`src/rtl/seg_scan_ctrl.sv`:
```
// seg_scan_ctrl
//   Time-multiplexed scan controller for a common-anode multi-digit
//   7-segment display sharing one external hex-to-7-segment decoder.
//   Each digit slot is a GUARD interval (all anodes off, segments blanked)
//   followed by a SHOW interval (one anode low, its nibble presented).
//   The display value is double-buffered: load fills a pending buffer, and
//   the pending buffer is copied to the active buffer at each frame start.
//   Optional leading-zero blanking is latched at frame start.
//
// Ports
//   clk         system clock
//   reset       synchronous, active-high reset
//   enable      1 = scan, 0 = all digits dark (returns to IDLE)
//   value       digit nibbles, digit i = value[4i+3:4i]
//   dp_mask     decimal point per digit, 1 = lit
//   load        1-cycle strobe capturing value/dp_mask into pending
//   lzb_en      1 = blank leading zero digits
//   nibble      number presented to the decoder
//   seg_blank   1 = decoder segment outputs forced off
//   an_n        anode enables, active low
//   dp_n        decimal point, active low
//   frame_done  1-cycle pulse during the final cycle of a full frame
module seg_scan_ctrl #(
  parameter int unsigned DIGITS   = 4,
  parameter int unsigned SCAN_DIV = 50000,
  parameter int unsigned GUARD    = 500
) (
  input  logic                  clk,
  input  logic                  reset,
  input  logic                  enable,
  input  logic [4*DIGITS-1:0]   value,
  input  logic [DIGITS-1:0]     dp_mask,
  input  logic                  load,
  input  logic                  lzb_en,
  output logic [3:0]            nibble,
  output logic                  seg_blank,
  output logic [DIGITS-1:0]     an_n,
  output logic                  dp_n,
  output logic                  frame_done
);

  localparam int unsigned CMAX = (SCAN_DIV > GUARD) ? SCAN_DIV : GUARD;
  localparam int unsigned CW   = $clog2(CMAX);
  localparam int unsigned IW   = (DIGITS > 1) ? $clog2(DIGITS) : 1;

  localparam logic [CW-1:0] G_LAST = CW'(GUARD - 1);
  localparam logic [CW-1:0] S_LAST = CW'(SCAN_DIV - 1);
  localparam logic [IW-1:0] D_LAST = IW'(DIGITS - 1);

  typedef enum logic [1:0] {S_IDLE, S_GUARD, S_SHOW} state_t;

  state_t              state, nstate;
  logic [IW-1:0]       idx, nidx;
  logic [CW-1:0]       cnt, ncnt;
  logic [4*DIGITS-1:0] pend_v, npend_v, act_v, nact_v;
  logic [DIGITS-1:0]   pend_dp, npend_dp, act_dp, nact_dp;
  logic                lzb_q, nlzb;
  logic                fstart;
  logic [DIGITS-1:0]   nblank;

  logic [3:0]          nib_nx;
  logic                sb_nx, dp_nx, fd_nx;
  logic [DIGITS-1:0]   an_nx;

  // Digit i is blanked when it and every higher digit are zero; digit 0 never.
  function automatic logic [DIGITS-1:0] blank_mask(input logic [4*DIGITS-1:0] v,
                                                    input logic lz);
    logic [DIGITS-1:0] m;
    logic              all_zero;
    int unsigned       i;
    m        = '0;
    all_zero = 1'b1;
    for (int unsigned k = 0; k < DIGITS; k++) begin
      i        = DIGITS - 1 - k;
      all_zero = all_zero & (v[4*i +: 4] == 4'h0);
      m[i]     = lz & all_zero & (i != 0);
    end
    return m;
  endfunction

  // Next-state, next-buffer and next-output logic. Outputs are registered
  // from the next-cycle state so they line up with the state they describe.
  always_comb begin
    nstate   = state;
    nidx     = idx;
    ncnt     = cnt;
    fstart   = 1'b0;
    npend_v  = load ? value   : pend_v;
    npend_dp = load ? dp_mask : pend_dp;
    nact_v   = act_v;
    nact_dp  = act_dp;
    nlzb     = lzb_q;

    if (!enable) begin
      nstate = S_IDLE;
      nidx   = '0;
      ncnt   = '0;
    end else begin
      unique case (state)
        S_IDLE: begin
          nstate = S_GUARD;
          nidx   = '0;
          ncnt   = '0;
          fstart = 1'b1;
        end
        S_GUARD: begin
          if (cnt == G_LAST) begin
            nstate = S_SHOW;
            ncnt   = '0;
          end else begin
            ncnt = cnt + 1'b1;
          end
        end
        S_SHOW: begin
          if (cnt == S_LAST) begin
            nstate = S_GUARD;
            ncnt   = '0;
            if (idx == D_LAST) begin
              nidx   = '0;
              fstart = 1'b1;
            end else begin
              nidx = idx + 1'b1;
            end
          end else begin
            ncnt = cnt + 1'b1;
          end
        end
        default: begin
          nstate = S_IDLE;
          nidx   = '0;
          ncnt   = '0;
        end
      endcase
    end

    // A load on the frame-start cycle bypasses pending straight to active.
    if (fstart) begin
      nact_v  = load ? value   : pend_v;
      nact_dp = load ? dp_mask : pend_dp;
      nlzb    = lzb_en;
    end

    nblank = blank_mask(nact_v, nlzb);

    an_nx  = '1;
    dp_nx  = 1'b1;
    sb_nx  = 1'b1;
    nib_nx = '0;
    fd_nx  = 1'b0;
    unique case (nstate)
      S_GUARD: nib_nx = nact_v[4*nidx +: 4];
      S_SHOW: begin
        nib_nx      = nact_v[4*nidx +: 4];
        an_nx[nidx] = 1'b0;
        sb_nx       = nblank[nidx];
        dp_nx       = nblank[nidx] | ~nact_dp[nidx];
        fd_nx       = (nidx == D_LAST) && (ncnt == S_LAST);
      end
      default: ;
    endcase
  end

  always_ff @(posedge clk) begin
    if (reset) begin
      state      <= S_IDLE;
      idx        <= '0;
      cnt        <= '0;
      pend_v     <= '0;
      pend_dp    <= '0;
      act_v      <= '0;
      act_dp     <= '0;
      lzb_q      <= 1'b0;
      an_n       <= '1;
      dp_n       <= 1'b1;
      seg_blank  <= 1'b1;
      nibble     <= '0;
      frame_done <= 1'b0;
    end else begin
      state      <= nstate;
      idx        <= nidx;
      cnt        <= ncnt;
      pend_v     <= npend_v;
      pend_dp    <= npend_dp;
      act_v      <= nact_v;
      act_dp     <= nact_dp;
      lzb_q      <= nlzb;
      an_n       <= an_nx;
      dp_n       <= dp_nx;
      seg_blank  <= sb_nx;
      nibble     <= nib_nx;
      frame_done <= fd_nx;
    end
  end

endmodule

```
`config.mk`:
```
export PLATFORM = sky130hd
export DESIGN_NAME = seg_scan_ctrl
export DESIGN_NICKNAME = d
export VERILOG_FILES = /design/src/rtl/seg_scan_ctrl.sv
export SDC_FILE = /design/constraint.sdc
export NUM_CORES = 1
export LEC_CHECK = 0
export BUFFER_PORTS_ARGS = -buffer_cell sky130_fd_sc_hd__buf_2
export CORE_AREA = 4 4 124 126
export DETAILED_ROUTE_END_ITERATION = 12
export DIE_AREA = 0 0 128 130
export GPL_TIMING_DRIVEN = 0
export SYNTH_ARGS = -nofsm -noshare
export SYNTH_HDL_FRONTEND = slang
export SYNTH_SLANG_ARGS = --single-unit
```
`constraint.sdc`:
```
create_clock -name clk -period 2.7 [get_ports clk]
set_clock_uncertainty 0.1 [all_clocks]
set_input_delay 0.135 -clock clk [delete_from_list [all_inputs] [get_ports clk]]
set_output_delay 0.135 -clock clk [all_outputs]
set_load 0.005 [all_outputs]
```
# [Word level (Yosys, flattened, before mapping)]
# Index checks and enable logic that the tools add are counted.
[classes] addsub=2 order_cmp=2 n_eq_ne=9 n_shift=1 muxes=27 bitwise=10 reduce_logical=9
[op_table] op="$mux W16" n=5
[op_table] op="$eq A16 B16 Y1 const B" n=2
[op_table] op="$pmux W16 S2" n=1
[op_table] op="$add A16 B1 Y16 const B" n=1
[op_table] op="$eq A16 B9 Y1 const B" n=1
[op_table] op="$shiftx A16 B5 Y4" n=1
[op_table] op="$logic_not A4 Y1" n=3
[op_table] op="$mux W2" n=6
[op_table] op="$eq A2 B2 Y1 const B" n=4
[op_table] op="$mux W4" n=2
[op_table] op="$mux W1" n=7
[op_table] op="$pmux W2 S3" n=1
[op_table] op="$reduce_or A2 Y1" n=3
[op_table] op="$and A1 B1 Y1" n=5
[op_table] op="$bmux W1 S2" n=2
[op_table] op="$eq A2 B1 Y1 const B" n=2
[op_table] op="$not A4 Y4" n=1
[op_table] op="$pmux W2 S2" n=1
[op_table] op="$lt A2 B3 Y1 const B" n=1
[op_table] op="$not A1 Y1" n=3
[op_table] op="$add A2 B1 Y2 const B" n=1
[op_table] op="$demux W1 S2" n=1
[op_table] op="$ge A2 B1 Y1 const B" n=1
[op_table] op="$logic_and A1 B1 Y1" n=2
[op_table] op="other kinds (3)" n=3
[totals] ff_bits=72 wordCells=73

# [Logic depth before layout (Yosys ltp)]
# Gate-level depths: netlist of the first run.
[logic_depth] ltp_word=13 mapped_depth=11 ltp_nobuf=11

# [Least setup slack after synthesis of the first run]
# OpenSTA, ideal clock, no wires.
[synth_timing] kind="reg-to-reg" start="register state[0]" end="register frame_done" setup_ps=61 arrival_ps=2155 path_slack_ps=384 stages_incl_launch_ff=12 synth_period_minus_slack_ps=2316 cell_sequence="dfxtp_1 -> inv_1 -> ha_1 -> and4_4 -> and2_2 -> nor2_1 -> a21oi_1 -> o21bai_1 -> ha_1 -> nor2b_1 -> nand3b_1 -> and4bb_1"
[synth_via] elab_chain_len=6
[synth_lines] element="start: declaration" line="52" rtl="state_t state, nstate;"
[synth_lines] element="start signal: assignment" line="179" rtl="state <= nstate;"
[synth_lines] element="$eq A2 B2 Y1, or another cell as far along" line="99" rtl="unique case (state)"
[synth_lines] element="$pmux W2 S3" line="99"
[synth_lines] element="$mux W2" line="94" rtl="if (!enable) begin"
[synth_lines] element="$eq A2 B2 Y1" line="150" rtl="unique case (nstate)"
[synth_lines] element="$not A1 Y1 (no line)"
[synth_lines] element="$reduce_or A2 Y1 (no line)"
[synth_lines] element="end signal: assignment" line="191" rtl="frame_done <= fd_nx;"
[synth_lines] element="end: declaration" line="39" rtl="output logic frame_done"
# Parallel ways exist; a longest one is shown, timed or not.
# A chain may end at the register's enable or synchronous reset.

# [Worst setup path after layout of the first run]
[layout_timing] start="register state[0]" end="register nibble[0]"
[layout_via] elab_chain_len=7
[layout_lines] element="branches (longest 7 deep; another with $mux W16)"
[layout_lines] element="end signal: assignment" line="190" rtl="nibble <= nib_nx;"
[layout_lines] element="end: declaration" line="35" rtl="output logic [3:0] nibble,"
# Several ways; the timed one is not identified.

==> results of run 1 <==
## synthesized netlist by cell type (3+ instances only)
cell / number / share of area (%)
sky130_fd_sc_hd__nor2b_1: 18 / 3.3
sky130_fd_sc_hd__xor2_1: 6 / 1.5
sky130_fd_sc_hd__buf_2: 4 / 0.59
sky130_fd_sc_hd__nand4_1: 4 / 0.74
sky130_fd_sc_hd__nor3_1: 11 / 1.6
sky130_fd_sc_hd__nand3_1: 8 / 1.2
sky130_fd_sc_hd__a31oi_1: 4 / 0.74
sky130_fd_sc_hd__nand2_1: 24 / 2.7
sky130_fd_sc_hd__ha_1: 7 / 2.6
sky130_fd_sc_hd__buf_6: 5 / 1.7
sky130_fd_sc_hd__nand3b_1: 4 / 0.89
sky130_fd_sc_hd__a21oi_1: 3 / 0.44
sky130_fd_sc_hd__nor2_1: 53 / 5.9
sky130_fd_sc_hd__dfxtp_1: 72 / 42
sky130_fd_sc_hd__and2_1: 4 / 0.74
sky130_fd_sc_hd__mux2i_1: 26 / 7.7
sky130_fd_sc_hd__and3_1: 3 / 0.55
sky130_fd_sc_hd__a222oi_1: 4 / 1.2
sky130_fd_sc_hd__o21ai_0: 13 / 1.9
sky130_fd_sc_hd__nor4_1: 8 / 1.5
sky130_fd_sc_hd__mux2_2: 10 / 3.3
sky130_fd_sc_hd__clkbuf_1: 8 / 0.89
sky130_fd_sc_hd__inv_1: 16 / 1.8
sky130_fd_sc_hd__xnor2_1: 11 / 2.8
sky130_fd_sc_hd__nand2b_1: 4 / 0.74
## sequential cells by signal, summed over array words and instances, names as in the netlist
| name | count |
|---|---|
| lzb_q | 1 |
| nibble | 4 |
| seg_blank | 1 |
| act_v | 16 |
| act_dp | 4 |
| an_n | 4 |
| pend_v | 16 |
| idx | 2 |
| dp_n | 1 |
| state | 2 |
| frame_done | 1 |
| pend_dp | 4 |
| cnt | 16 |
## power breakdown
group	leakage, uW	total (uW)	switching, uW	internal, uW
combinational	0.000911	217	117	100
clock	0.000164	1360	453	909
sequential	0.000587	1120	15.5	1100
total	0.00166	2700	586	2110
## metrics by stage
step / TNS, ps / total power [uW] / hold WS, ps / setup slack (ps)
final: 0 / 2695 / 6.747 / 140.8
after global routing: -31.23 / 2791 / 27.72 / -31.23
after detailed placement: 0 / 1341 / 306.0 / 37.67
after floorplan: 0 / 1274 / 178.9 / 383.8
after global placement: 0 / 1336 / 292.7 / 53.47
after CTS: 0 / 2718 / 0.7743 / 18.33
## logic make-up after synthesis
kind of cell	share of synthesized area, %
AO/OA/AOI/OAI	9.738
XOR/XNOR	4.389
adder cells (fa/ha/maj)	2.582
buffers and inverters	5.017
flip-flops	42.49
multiplexers	10.99
AND/OR/NAND/NOR	24.79
## path summary, 6_finish.rpt
| kind | slack, ps | startpoint | cells past startpoint | end |
|---|---|---|---|---|
| setup / recovery | 140 | state[0] | 9 | nibble[0] |
| hold / removal | 7 | value[9] | 3 | pend_v[9] |
| setup reg to reg | 140 | state[0] | 9 | nibble[0] |
| hold reg to reg | 380 | cnt[0] | 1 | cnt[0] |
## routing by layer
metal / vias up / share of wire [%]
li1: 1384 / -
met1: 1311 / 48
met2: 70 / 45
met3: 10 / 4.7
met4: 0 / 1.9
met5: - / 0
## timing repair
item	in CTS	in global routing
buffers inserted	0	3
endpoints found under the setup margin	0	6
hold endpoints to repair	11	0
resized for setup	0	5
hold buffers	11	0
## worst register-to-register path: cells and delay by family, from the launching register on
kind	cells	cell delay (ps)
AOI/OAI and AO/OA	2	370
adders and majority gates	1	300
buffers and inverters	2	310
DFF	1	400
muxes	2	550
and+or+nand+nor	2	440
## layout make-up
class | count | share of cell area (%)
multi-input combinational | 256 | 42.04
buffer | 18 | 2.569
timing repair buffer | 47 | 6.949
inverter | 16 | 1.401
clock buffer | 10 | 5.343
sequential | 72 | 33.63
clock inverter | 6 | 2.686
tap | 184 | 5.372
==> metrics.json, run 1 <==
{
  "timing": {
    "worstMarginPinSlew_ps": 604.2,
    "timing.max_slew.rel_slack_pct": 59.72,
    "finalWorstPathRequiredPeriod_ps": 2559,
    "final_max_slew_viol_count": 0,
    "setup_viol_count_final": 0,
    "clock.fmax_mhz": 390.8,
    "min_period_over_period_pct": 94.78,
    "finalHoldViolations": 0
  },
  "clock_tree": {
    "clk_path_buf_depth": 2,
    "clock_latency_at_the_later_pin_of_the_worst_skew_pair_ps": 320,
    "cts.htree.levels": 3,
    "tritoncts_clock_tree": "done",
    "clk_pin_slew_ps": 60,
    "tritoncts_buffer_count": 9,
    "numClockSinks": 72,
    "root_buffer": "sky130_fd_sc_hd__clkbuf_16"
  },
  "outcome": {
    "status": "finished clean"
  },
  "placed_design": {
    "placedInstanceArea_um2": 3787,
    "portBuffers": 33,
    "gp_routability_congestion": 0.8283,
    "placedCellCount": 579,
    "hpwlAfterDp_um": 6111
  },
  "setup_path": {
    "critical_path.n_buffers_inverters": 2,
    "crit_required_ps": 2830,
    "critical_path.max_stage_delay_ps": 400,
    "arrival_ps": 2690,
    "maximum_fanout_encountered_on_the_critical_timing_path": 7,
    "gate_family_responsible_for_the_most_delay_along_the_worst_path": "multiplexers",
    "start_kind": "register",
    "timing_worst_setup_path_type": "register to register",
    "crit_path_capture_type": "register",
    "cp_cell_sequence": "inv_1 -> ha_1 -> and4_4 -> a32oi_4 -> buf_4 -> mux2_2 -> mux2i_1 -> a222oi_1 -> nor3_1",
    "cp_slowest_cell": "sky130_fd_sc_hd__dfxtp_1"
  },
  "yosys": {
    "synth_flop_cell": "sky130_fd_sc_hd__dfxtp_1",
    "number_of_register_bits_inferred_by_synthesis": 72,
    "synth_nets": 394,
    "yosysSeqAreaShare_pct": 42.49,
    "count_of_flip_flops_with_a_built_in_enable_after_synthesis": 0,
    "post_synth_inst_count": 362,
    "synth_async_sr_flop_share_pct": 0,
    "syn_avg_cell_area_um2": 9.370,
    "netlist-cell-type-count": 52,
    "yosys_warnings": 0,
    "synth.cell_area_um2": 3392
  },
  "finish": {
    "layout.area.seq_um2": 1441,
    "antenna-diode-count": 0,
    "stdcell_count": 609,
    "layout_commonest_cell": "sky130_fd_sc_hd__dfxtp_1",
    "area_growth_pct": 26.34,
    "layout_common_cells": "72 x sky130_fd_sc_hd__dfxtp_1, 53 x sky130_fd_sc_hd__nor2_1, 37 x sky130_fd_sc_hd__buf_2",
    "final_area_um2": 4285,
    "fill_cells": 1529,
    "share_of_post_route_cells_with_drive_strength_above_1_pct": 20.47,
    "multi_input_combinational_cell_area_um2": 1802,
    "layout.core_utilization_pct": 29.94,
    "net_count_of_the_finished_layout": 452
  },
  "global_routing": {
    "grt_max_degree": 14,
    "grt_pass1_wl_um": 13010,
    "grt_pass1_vias": 2675,
    "global_route.usage.total_pct": 9.898,
    "grt_remaining_overflow": 0,
    "use_met2_pct": 15.90,
    "busiest_layer": "met2",
    "met3_usage_pct": 2.702,
    "initial_antenna_violation_count": 0,
    "met1_track_demand_over_resource_pct": 12.67
  },
  "floorplan": {
    "dieArea_um2": 16640,
    "fp-row-count": 44,
    "floorplan.initialDensity_pct": 23.70,
    "boundaryPins": 36,
    "die_h_um": 130,
    "placeableCoreArea_um2": 14310,
    "die_width_um": 128
  },
  "power": {
    "cellPowerDensity_nw_per_um2": 628.9,
    "power.ir.vdd_worst_mv": 0.3370,
    "p_leak_uw": 0.001662
  },
  "drt": {
    "first_pass_iters": 5,
    "wirelength_um": 7975,
    "via_count": 2775,
    "drt.antenna.violating_nets": 0,
    "routed_via_density": 4.557,
    "route.detailed.wl_per_inst_um": 13.10,
    "drt_iter0_markers": 170,
    "post-route-drc-count": 0
  },
  "hold_path": {
    "hold_class": "input pin to register"
  },
  "run": {
    "total_of_max_cap_violations": 0
  }
}
No activity file was read; power rests on OpenSTA's default activity.
==> run 2, diff against run 1 <==
==> constraint.sdc (replaced) <==
create_clock -name clk -period 3 [get_ports clk]
set_clock_uncertainty 0.1 [all_clocks]
set_input_delay 0.15 -clock clk [delete_from_list [all_inputs] [get_ports clk]]
set_output_delay 0.15 -clock clk [all_outputs]
set_load 0.005 [all_outputs]
==> run 2 against run 1 <==
Effect of this change: highest routed layer unchanged; maximum frequency fell by 5.8%; largest power group unchanged; power fell by 10%; worst hold slack barely moved; critical path depth did not move.
==> metrics.json, run 2 (synthesis results as in run 1) <==
{
  "floorplan": {
    "boundaryPins": {"value": 36, "change": "unchanged"},
    "dieArea": {"value": 16640, "unit": "um2", "change": "unchanged"},
    "fp-row-count": {"value": 44, "change": "unchanged"},
    "floorplan.initialDensity": {"value": 23.70, "unit": "%", "change": "unchanged"},
    "die_width": {"value": 128, "unit": "um", "change": "unchanged"},
    "die_h": {"value": 130, "unit": "um", "change": "unchanged"},
    "placeableCoreArea": {"value": 14310, "unit": "um2", "change": "unchanged"}
  },
  "finish": {
    "fill_cells": {"value": 1533, "change": "+0.26%"},
    "share_of_post_route_cells_with_drive_strength_above_1": {"value": 19.47, "unit": "%", "change": "-1.0 points"},
    "antenna-diode-count": {"value": 0, "change": "unchanged"},
    "largest_registers": "act_v x16, cnt x16, pend_v x16",
    "net_count_of_the_finished_layout": {"value": 443, "change": "-2.0%"},
    "layout_commonest_cell": "sky130_fd_sc_hd__dfxtp_1",
    "area_growth_pct": 23.28,
    "layout_common_cells": "72 x sky130_fd_sc_hd__dfxtp_1, 53 x sky130_fd_sc_hd__nor2_1, 37 x sky130_fd_sc_hd__buf_2",
    "final_area": {"value": 4182, "unit": "um2", "change": "-2.4%"}
  },
  "clock_tree": {
    "tritoncts_clock_tree": "done",
    "cts_hold_repair.buffers": {"value": 5, "change": "-6"},
    "root_buffer": "sky130_fd_sc_hd__clkbuf_16",
    "tritoncts_buffer_count": {"value": 9, "change": "unchanged"},
    "clk_path_buf_depth": {"value": 2, "change": "unchanged"},
    "clock_latency_at_the_later_pin_of_the_worst_skew_pair": {"value": 330, "unit": "ps", "change": "about the same"},
    "cts.htree.levels": {"value": 3, "change": "unchanged"},
    "cts_setup_buffers": {"value": 0, "change": "unchanged"},
    "total_of_cells_resized_after_clock_tree_synthesis": {"value": 0, "change": "unchanged"},
    "clk_pin_slew": {"value": 60, "unit": "ps", "change": "about the same"},
    "numClockSinks": {"value": 72, "change": "unchanged"}
  },
  "global_routing": {
    "global_route.usage.total": {"value": 9.838, "unit": "%", "change": "-0.060 points"},
    "initial_antenna_violation_count": {"value": 0, "change": "unchanged"},
    "grt_max_degree": {"value": 14, "change": "unchanged"},
    "grt_pass1_vias": {"value": 2652, "change": "-0.86%"},
    "grt_remaining_overflow": {"value": 0, "change": "unchanged"},
    "grt_pass1_wl": {"value": 12920, "unit": "um", "change": "-0.64%"}
  },
  "drt": {
    "wirelength": {"value": 7888, "unit": "um", "change": "-1.1%"},
    "via_count": {"value": 2715, "change": "-2.2%"},
    "drt.antenna.violating_nets": {"value": 0, "change": "unchanged"},
    "post-route-drc-count": {"value": 0, "change": "unchanged"},
    "route.detailed.wl_per_inst": {"value": 13.15, "unit": "um", "change": "+0.39%"},
    "first_pass_iters": {"value": 4, "change": "-1"},
    "routed_via_density": {"value": 4.525, "change": "-0.69%"},
    "drt_iter0_markers": {"value": 158, "change": "-7.1%"}
  },
  "placed_design": {
    "placedInstanceArea": {"value": 3787, "unit": "um2", "change": "unchanged"},
    "gp_routability_congestion": {"value": 0.8283, "change": "unchanged"},
    "portBuffers": {"value": 33, "change": "unchanged"},
    "hpwlAfterDp": {"value": 6111, "unit": "um", "change": "unchanged"}
  },
  "timing": {
    "final_max_slew_viol_count": {"value": 0, "change": "unchanged"},
    "clock.fmax": {"value": 368.2, "unit": "MHz", "change": "-5.8%"},
    "finalWorstPathRequiredPeriod": {"value": 2716, "unit": "ps", "change": "+156.7 ps"},
    "rsz0062_at_grt": "false",
    "timing.max_slew.rel_slack": {"value": 59.80, "unit": "%", "change": "+0.082 points"},
    "setup_total_negative_slack": {"value": 0, "unit": "ps", "change": "unchanged"},
    "min_period_over_period": {"value": 90.53, "unit": "%", "change": "-4.3 points"},
    "finalHoldViolations": {"value": 0, "change": "unchanged"},
    "worstMarginPinSlew": {"value": 602.9, "unit": "ps", "change": "-1.233 ps"},
    "setup_viol_count_final": {"value": 0, "change": "unchanged"}
  },
  "power": {
    "power.ir.vdd_worst": {"value": 0.3050, "unit": "mV", "change": "-9.5%"},
    "p_leak": {"value": 0.001619, "unit": "uW", "change": "-2.6%"},
    "cellPowerDensity": {"value": 578.3, "unit": "nW/um2", "change": "-8.0%"}
  },
  "setup_path": {
    "r2r_cells": {"value": 9, "change": "unchanged"},
    "crit_required": {"value": 3080, "unit": "ps", "change": "+250 ps"},
    "worstReg2RegEnd": "nibble[3]",
    "crit_path_capture_type": "register",
    "start_kind": "register",
    "arrival": {"value": 2800, "unit": "ps", "change": "+110 ps"},
    "timing.reg2reg.setup_slack": {"value": 280, "unit": "ps", "change": "+140 ps"},
    "maximum_fanout_encountered_on_the_critical_timing_path": {"value": 10, "change": "+3"},
    "worst_r2r_startpoint": "state[0]",
    "timing_worst_setup_path_type": "register to register"
  },
  "outcome": {
    "status": "finished clean"
  },
  "hold_path": {
    "hold_class": "input pin to register",
    "hold_path_depth": {"value": 3, "change": "unchanged"},
    "min_to": "pend_v[10]",
    "worst_hold_startpoint": "value[10]"
  },
  "run": {
    "total_of_max_cap_violations": {"value": 0, "change": "unchanged"}
  }
}
==> run 2: layer usage <==
layer	up-vias	GRT usage (%)	part of all wire, %
met5	-	0	0
met4	0	3.870	1.9
met3	8	2.783	4.7
met2	58	15.80	45
met1	1289	12.52	48
li1	1360	-	-
==> run 2: cell type report <==
| class | instances | area, um2 | area share (%) |
|---|---|---|---|
| Clock buffer | 10 | 229.0 | 5.476 |
| Inverter | 16 | 60.06 | 1.436 |
| Buffer | 18 | 110.1 | 2.633 |
| Clock inverter | 6 | 115.1 | 2.753 |
| Multi-Input combinational cell | 256 | 1780 | 42.58 |
| Timing Repair Buffer | 38 | 215.2 | 5.147 |
| Sequential cell | 72 | 1441 | 34.47 |
| Tap cell | 184 | 230.2 | 5.506 |
==> run 2: stage by stage <==
stage          instances  utilization [%]  hold WS [ps]  power [uW]  setup slack, ps
2_1_floorplan        362                -         193.9        1147            683.8
3_3_place_gp         579            26.46         307.7        1202            353.5
3_5_place_dp         579            26.46         321.0        1207            337.7
4_1_cts              600            29.21         8.923        2441            318.3
5_1_grt              600            29.21         32.50        2502            103.1
6_report             600            29.21         6.886        2418            284.2
==> run 2: worst max-delay path by stage <==
stage | startpoint | to | slack, ps
after floorplan | state[0] | frame_done | 680
after CTS | cnt[0] | nibble[2] | 320
after detailed placement | cnt[0] | nibble[2] | 340
final | state[0] | nibble[3] | 280
after global placement | state[0] | nibble[3] | 350
after global routing | cnt[0] | nibble[2] | 100
==> run 2: power breakdown <==
part           leakage, uW  switching (uW)  internal, uW
combinational     0.000868             103          83.3
clock             0.000164             410           818
sequential        0.000587            13.9           990
==> run 2: worst max-delay path, stage by stage (launching register included) <==
cell                       delay, ps
sky130_fd_sc_hd__dfxtp_1         390
sky130_fd_sc_hd__inv_1            90
sky130_fd_sc_hd__ha_1            280
sky130_fd_sc_hd__and4_4          220
sky130_fd_sc_hd__a32oi_4         430
sky130_fd_sc_hd__buf_6           220
sky130_fd_sc_hd__mux2i_1         230
sky130_fd_sc_hd__mux2i_1         120
sky130_fd_sc_hd__a222oi_1        390
sky130_fd_sc_hd__nor3_1          100
